===== src/rtl/cordic_pkg.sv =====
// rtl/cordic_pkg.sv - shared constants and state encoding for the CORDIC rotation engine
//
// Purpose: iteration count, ROM address/data widths and the engine state enum.
package cordic_pkg;

   localparam int N_ITER  = 8;
   localparam int ADDR_W  = 3;
   localparam int ANGLE_W = 8;

   typedef enum logic [1:0] {
      IDLE = 2'd0,
      RUN  = 2'd1,
      DONE = 2'd2
   } state_t;

endpackage


===== src/rtl/cordic_micro_rotation.sv =====
// rtl/cordic_micro_rotation.sv - combinational single-iteration circular CORDIC datapath
//
// Purpose: one micro-rotation of (xr, yr, zr) by the ROM angle for shift i.
// Ports:
//   xr, yr   in   W    signed working x/y
//   zr       in   ZW   signed residual angle
//   shift    in   3    iteration index i (arithmetic shift amount)
//   angle    in   8    unsigned angle constant for iteration i
//   xr_nxt   out  W    xr - d*(yr >>> i)
//   yr_nxt   out  W    yr + d*(xr >>> i)
//   zr_nxt   out  ZW   zr - d*zext(angle)
module cordic_micro_rotation
   import cordic_pkg::*;
#(
   parameter int W  = 12,
   parameter int ZW = 10
) (
   input  logic signed [W-1:0]       xr,
   input  logic signed [W-1:0]       yr,
   input  logic signed [ZW-1:0]      zr,
   input  logic        [ADDR_W-1:0]  shift,
   input  logic        [ANGLE_W-1:0] angle,
   output logic signed [W-1:0]       xr_nxt,
   output logic signed [W-1:0]       yr_nxt,
   output logic signed [ZW-1:0]      zr_nxt
);

   logic signed [W-1:0]  xs;
   logic signed [W-1:0]  ys;
   logic signed [ZW-1:0] angle_z;
   logic                 d_pos;

   // Both shifts use the old xr/yr so the rotation is a true simultaneous update.
   assign xs      = xr >>> shift;
   assign ys      = yr >>> shift;
   assign angle_z = $signed({{(ZW-ANGLE_W){1'b0}}, angle});

   // Zero residual rotates in the positive direction.
   assign d_pos   = ~zr[ZW-1];

   // Two's complement wrap in W/ZW bits; no saturation by design.
   assign xr_nxt  = d_pos ? (xr - ys)      : (xr + ys);
   assign yr_nxt  = d_pos ? (yr + xs)      : (yr - xs);
   assign zr_nxt  = d_pos ? (zr - angle_z) : (zr + angle_z);

endmodule


===== src/rtl/cordic_rotation_engine.sv =====
// rtl/cordic_rotation_engine.sv - iterative 8-step circular-mode CORDIC with start/busy/done handshake
//
// Purpose: loads (x, y, z) on start, runs one micro-rotation per cycle using the
// external angle ROM, and presents the result with a one-cycle done pulse.
// Ports:
//   clk, rst   in   1    clock; asynchronous active-high reset
//   start      in   1    request, sampled only in IDLE
//   x_in/y_in  in   W    signed initial vector
//   z_in       in   ZW   signed target angle in ROM angle units
//   rom_addr   out  3    current iteration index during RUN, else 0
//   rom_data   in   8    unsigned angle constant for rom_addr (same cycle)
//   busy       out  1    high while iterating
//   done       out  1    one-cycle pulse, results valid
//   x_out/y_out out W    signed result, held until next done
//   z_out      out  ZW   signed residual angle
module cordic_rotation_engine #(
   parameter int W      = 12,
   parameter int ZW     = 10,
   parameter int N_ITER = 8
) (
   input  logic                                 clk,
   input  logic                                 rst,
   input  logic                                 start,
   input  logic signed [W-1:0]                  x_in,
   input  logic signed [W-1:0]                  y_in,
   input  logic signed [ZW-1:0]                 z_in,
   output logic        [cordic_pkg::ADDR_W-1:0] rom_addr,
   input  logic        [cordic_pkg::ANGLE_W-1:0] rom_data,
   output logic                                 busy,
   output logic                                 done,
   output logic signed [W-1:0]                  x_out,
   output logic signed [W-1:0]                  y_out,
   output logic signed [ZW-1:0]                 z_out
);

   import cordic_pkg::*;

   state_t               state;
   state_t               state_nxt;
   logic [ADDR_W-1:0]    idx;
   logic signed [W-1:0]  xr;
   logic signed [W-1:0]  yr;
   logic signed [ZW-1:0] zr;
   logic signed [W-1:0]  xr_nxt;
   logic signed [W-1:0]  yr_nxt;
   logic signed [ZW-1:0] zr_nxt;
   logic                 last_iter;

   assign last_iter = (idx == ADDR_W'(N_ITER - 1));

   cordic_micro_rotation #(
      .W  (W),
      .ZW (ZW)
   ) u_micro (
      .xr     (xr),
      .yr     (yr),
      .zr     (zr),
      .shift  (idx),
      .angle  (rom_data),
      .xr_nxt (xr_nxt),
      .yr_nxt (yr_nxt),
      .zr_nxt (zr_nxt)
   );

   always_ff @(posedge clk or posedge rst) begin
      if (rst) begin
         state <= IDLE;
         idx   <= '0;
         xr    <= '0;
         yr    <= '0;
         zr    <= '0;
         x_out <= '0;
         y_out <= '0;
         z_out <= '0;
      end else begin
         state <= state_nxt;
         case (state)
            IDLE: begin
               if (start) begin
                  xr  <= x_in;
                  yr  <= y_in;
                  zr  <= z_in;
                  idx <= '0;
               end
            end
            RUN: begin
               xr  <= xr_nxt;
               yr  <= yr_nxt;
               zr  <= zr_nxt;
               idx <= idx + ADDR_W'(1);
               // Outputs take the final iteration's result on the DONE-entry edge,
               // so they never show partial values.
               if (last_iter) begin
                  x_out <= xr_nxt;
                  y_out <= yr_nxt;
                  z_out <= zr_nxt;
               end
            end
            DONE: begin
            end
            default: begin
            end
         endcase
      end
   end

   always_comb begin
      state_nxt = state;
      busy      = 1'b0;
      done      = 1'b0;
      rom_addr  = '0;
      case (state)
         IDLE: begin
            if (start) begin
               state_nxt = RUN;
            end
         end
         RUN: begin
            busy     = 1'b1;
            rom_addr = idx;
            if (last_iter) begin
               state_nxt = DONE;
            end
         end
         DONE: begin
            // start is deliberately not looked at here: no queued restart.
            done      = 1'b1;
            state_nxt = IDLE;
         end
         default: begin
            state_nxt = IDLE;
         end
      endcase
   end

endmodule

===== config.mk =====
export PLATFORM = sky130hd
export DESIGN_NAME = cordic_rotation_engine
export DESIGN_NICKNAME = d
export VERILOG_FILES = /design/src/rtl/cordic_pkg.sv /design/src/rtl/cordic_micro_rotation.sv /design/src/rtl/cordic_rotation_engine.sv
export SDC_FILE = /design/constraint.sdc
export NUM_CORES = 1
export LEC_CHECK = 0
export CAP_MARGIN = 40
export CORE_MARGIN = 5
export CORE_UTILIZATION = 60
export DETAILED_ROUTE_END_ITERATION = 10
export HOLD_SLACK_MARGIN = 0.1
export PLACE_DENSITY = 0.95
export SLEW_MARGIN = 0
export SYNTH_ARGS = -nofsm -noshare
export SYNTH_HDL_FRONTEND = slang
export SYNTH_SLANG_ARGS = --single-unit

===== constraint.sdc =====
create_clock -name clk -period 6.29 [get_ports clk]
set_input_delay 1.258 -clock clk [delete_from_list [all_inputs] [get_ports clk]]
set_output_delay 1.258 -clock clk [all_outputs]
set_load 0.1 [all_outputs]

# Word-level counts from Yosys, hierarchy flattened
# Cells that the tools add are included.
# totals
regBits,73
in_bits,45
out_inout_bits,39
elab_cells,44
# classes
add_sub_neg,7
n_eq_ne,5
n_shift,2
muxes,17
n_reduce_logical,5
# op_table
op,count
12-bit two-way mux,4
12-bit case mux with 2 select lines,2
12-bit adder,2
12-bit by 3-bit >>> shifter with 12-bit output,2
12-bit subtractor,2
10-bit two-way mux,2
10-bit case mux with 2 select lines,1
10-bit by 9-bit adder with 10-bit output,1
10-bit by 9-bit subtractor with 10-bit output,1
3-bit two-way mux,2
3-bit case mux with 2 select lines,1
2-bit AND reduction,3
2-bit two-way mux,2
"2-bit != test, second input constant",2
2-bit case mux with 2 select lines,1
"3-bit by 1-bit adder with 3-bit output, second input constant",1
"3-bit == test, second input constant",1
"2-bit by 1-bit == test with 1-bit output, second input constant",1
"2-bit == test, second input constant",1
2-bit zero test,1
1-bit two-way mux,2
2-bit nonzero test,1

# Longest topological paths before layout
# logic_depth
ltp_word,4
mapped_depth,20

# Cells and area by module
# Synthesis repeated with hierarchy kept, for this count alone.
# hier_totals
cells_unflattened,676
hier_area_um2,6316.1
# by_module_without_submodules
module,instances,cells_per_inst,area_each_um2
cordic_rotation_engine,1,267,3288.2
cordic_micro_rotation,1,409,3027.9

# Least setup slack after synthesis
# Ideal clock, no wire load.
# synth_timing
path_type,reg-to-reg
startpoint,register idx[1]
endpoint,register xr[10]
arrival_time_ns,3.701
required_time_ns,6.155
setup_slack_ns,2.454
path_stages_with_launch,21
cell_sequence,dfrtp_1 buf_6 buf_2 buf_2 mux2_2 nand2_1 o21ai_0 nand2_1 o21a_1 ha_1 nand2_1 o21ai_0 fa_1 a21o_1 a21oi_1 o21bai_1 a21oi_1 o21ai_0 a31oi_1 xor2_1 o21ai_0
# synth_via
elab_chain_cells,4
# synth_rtl
item,line_no,text
"start, declared",cordic_rotation_engine.sv:40,logic [ADDR_W-1:0] idx;
"start signal, assigned",cordic_rotation_engine.sv:90,idx <= idx + ADDR_W'(1);
12-bit by 3-bit >>> shifter with 12-bit output (*),cordic_micro_rotation.sv:35,assign ys = yr >>> shift;
12-bit subtractor or 12-bit adder (tied branches),cordic_micro_rotation.sv:42,assign xr_nxt = d_pos ? (xr - ys) : (xr + ys);
12-bit two-way mux (*),cordic_micro_rotation.sv:42,
12-bit case mux with 2 select lines (*),cordic_rotation_engine.sv:77,case (state)
"end signal, assigned",cordic_rotation_engine.sv:80,xr <= x_in;
"end signal, assigned",cordic_rotation_engine.sv:87,xr <= xr_nxt;
"end, declared",cordic_rotation_engine.sv:41,logic signed [W-1:0] xr;
# Mark *: on every way between the ends. The rest lies on a longest branch, timed or not.
# A chain may end at the register's enable or synchronous reset.

# Worst setup path in the final report
# layout_timing
startpoint,register idx[1]
endpoint,register yr[10]
# layout_via
elab_chain_cells,4
# layout_rtl
item,line_no,text
12-bit by 3-bit >>> shifter with 12-bit output (*),cordic_micro_rotation.sv:34,assign xs = xr >>> shift;
12-bit adder or 12-bit subtractor (tied branches),cordic_micro_rotation.sv:43,assign yr_nxt = d_pos ? (yr + xs) : (yr - xs);
12-bit two-way mux (*),cordic_micro_rotation.sv:43,
12-bit case mux with 2 select lines (*),cordic_rotation_engine.sv:77,
"end signal, assigned",cordic_rotation_engine.sv:81,yr <= y_in;
"end signal, assigned",cordic_rotation_engine.sv:88,yr <= yr_nxt;
"end, declared",cordic_rotation_engine.sv:42,logic signed [W-1:0] yr;
# Marked as above.

==> flow_summary.json <==
{
  "required_ps": 6520,
  "synthFlopType": "dfrtp_1",
  "antenna_found_initial": 0,
  "fin_crit_sh_pct": 74.1,
  "synth_common_cells": "nand2_1, dfrtp_1, o21ai_0",
  "routed_wl_um": 20000,
  "rows": 36,
  "criticalPathCategory": "register to register",
  "r2r-end": "yr[10]",
  "fin_skew_ps": 5.69,
  "syn_nets": 759,
  "grt_first_pass_wirelength_um": 32700,
  "cp-end-kind": "register",
  "setup_violations": 0,
  "worstHoldEndpoint": "x_out[9]",
  "viasPerCell": 6.49,
  "yosysWarnings": 0,
  "post-route-util_pct": 79.7,
  "drive_above_1_share_pct": 12.4,
  "start_util_pct": 60.6,
  "netlist_instances": 673,
  "post_cts_buffers": 0,
  "syn_to_final_growth_pct": 31.5,
  "yosysMostFrequentCell": "nand2_1",
  "synth_top_cell_area_share_pct": 31.3,
  "hold_viol": 0,
  "first_global_vias": 6291,
  "io_buffers": 83,
  "die_x_um": 109,
  "clk_path_buf_depth": 2,
  "antennaDiodeCount": 0,
  "hold_buffers": 0,
  "critPathMaxFanout": 19,
  "synth_area_mm2": 0.00584,
  "worstHoldPathCells": 2,
  "ctsRootBufferMaster": "clkbuf_8",
  "grt_usage_pct": 35.9,
  "syn_area_per_cell_um2": 8.68,
  "cts_tree": "built",
  "drc": 0,
  "regToRegStartpoint": "idx[1]",
  "nNetsFinal": 869,
  "wire_per_inst_um": 21.7,
  "vias": 5979,
  "synth_seq_area_share_pct": 31.3,
  "hold_path.class": "register to register",
  "dp_hpwl_um": 13800,
  "insertion_delay_ps": 370,
  "htree_levels": 3,
  "synthDistinctLibCells": 56,
  "max_slew.worst_pin.slew_ps": 729,
  "min_from": "x_out[9]",
  "dr.pass1.iters": 5,
  "clk_pin_slew_worst_paths_ps": 80,
  "core-area_mm2": 0.00964,
  "max_clock_freq_ghz": 0.215,
  "cap_violations": 0,
  "grt_max_degree": 58,
  "fin_tns_setup_ps": 0,
  "critical_path_arrival_ps": 4890,
  "fp.dieH_um": 109,
  "maxSlewViolCount": 0,
  "worstRegToRegCells": 15,
  "status": "finished, final reports clean",
  "pin_count": 84,
  "r2r_setup_slack_ps": 1630,
  "fp.dieArea_mm2": 0.0118,
  "ys_ff_latch": 73,
  "numCtsBuffers": 9,
  "rsz0062_at_grt": "no",
  "cts.sinks": 73,
  "synth_area_leaders": "dfrtp_1, ha_1, mux2i_1, o21ai_0, nand2_1",
  "startpoint_type": "register",
  "drt_iter0_drc": 752,
  "gp_congestion": 0.982,
  "antenna_left": 0,
  "post_cts_resized": 0,
  "yosys.area.top_type": "dfrtp_1",
  "async_flop_share_pct": 100,
  "overflow": 0,
  "synth-edff-count": 0,
  "slew_headroom_pct": 51.4,
  "fin_crit_ps": 4660
}
## sequential cells by signal, summed over array words and instances (netlist names)
name   cells
idx        3
state      2
x_out     12
xr        12
y_out     12
yr        12
z_out     10
zr        10
## layer usage
metal / global-route usage [%] / vias to the layer above / share of wire, %
li1: - / 2608 / -
met1: 43.3 / 2831 / 36
met2: 59.2 / 413 / 48
met3: 7.87 / 127 / 9.5
met4: 20.7 / 0 / 6.5
met5: 0 / - / 0
## through the flow
stage	hold slack, ps	cells	setup slack (ps)	cell area, µm²
after floorplan	483	673	2450	5840
after global placement	463	863	1940	6770
after detailed placement	475	904	1760	7430
after CTS	493	920	1760	7670
after global routing	523	921	1460	7680
final	489	921	1630	7680
## cells by family after synthesis
kind of cell	share of synthesized area [%]
fa+ha+maj	9.16
buf+inv	3.98
compound gates	20.9
simple gates	14.3
xor+xnor	7.94
flops	31.3
mux	12.4
## final cells by class
type	instances	area, µm²
Multi-Input combinational cell	543	3790
Fill cell	542	1960
Sequential cell	73	1830
Timing Repair Buffer	134	1580
Tap cell	133	166
Clock buffer	11	131
Clock inverter	5	104
Inverter	22	82.6
## worst max-delay path, cell delays in order (launching register included)
cell      delay (ps)
dfrtp_1          820
buf_4            330
mux2i_1          120
mux4_2           550
ha_1             260
nor2_1           120
xor2_1           230
ha_1             320
a21o_1           210
a21oi_1          250
o21bai_1         130
a21oi_1          340
o21ai_0          160
a31oi_1          270
xor2_1           280
o21ai_0          130
## cell usage in the layout, fill, tap and decap left out, drive strengths merged, types with 4 or more instances in the layout
cell type,count
inv,18
a31oi,8
nand2b,11
o21ai,65
dfrtp,73
o21bai,8
xor2,31
clkbuf,11
a211oi,14
a22o,4
o21a,7
mux2i,41
mux2,22
xnor2,22
a21o,14
clkdlybuf4s50,83
clkinv,6
nor3,11
ha,38
buf,51
nand2,81
a21oi,51
nor2,48
nor2b,21
## worst max-delay path by stage
stage                start   endpoint  slack [ps]  cells past startpoint
3_3_place_gp   rom_data[0]   z_out[9]        1940                     12
3_5_place_dp   rom_data[0]   z_out[9]        1760                     12
2_1_floorplan       idx[1]     xr[10]        2450                     20
4_1_cts             idx[1]  y_out[10]        1760                     15
6_report            idx[1]     yr[10]        1630                     15
5_1_grt             idx[1]     yr[10]        1460                     15
Power is not shown: default switching activity piles up to over one toggle a cycle in this logic, so the estimate is an artifact.
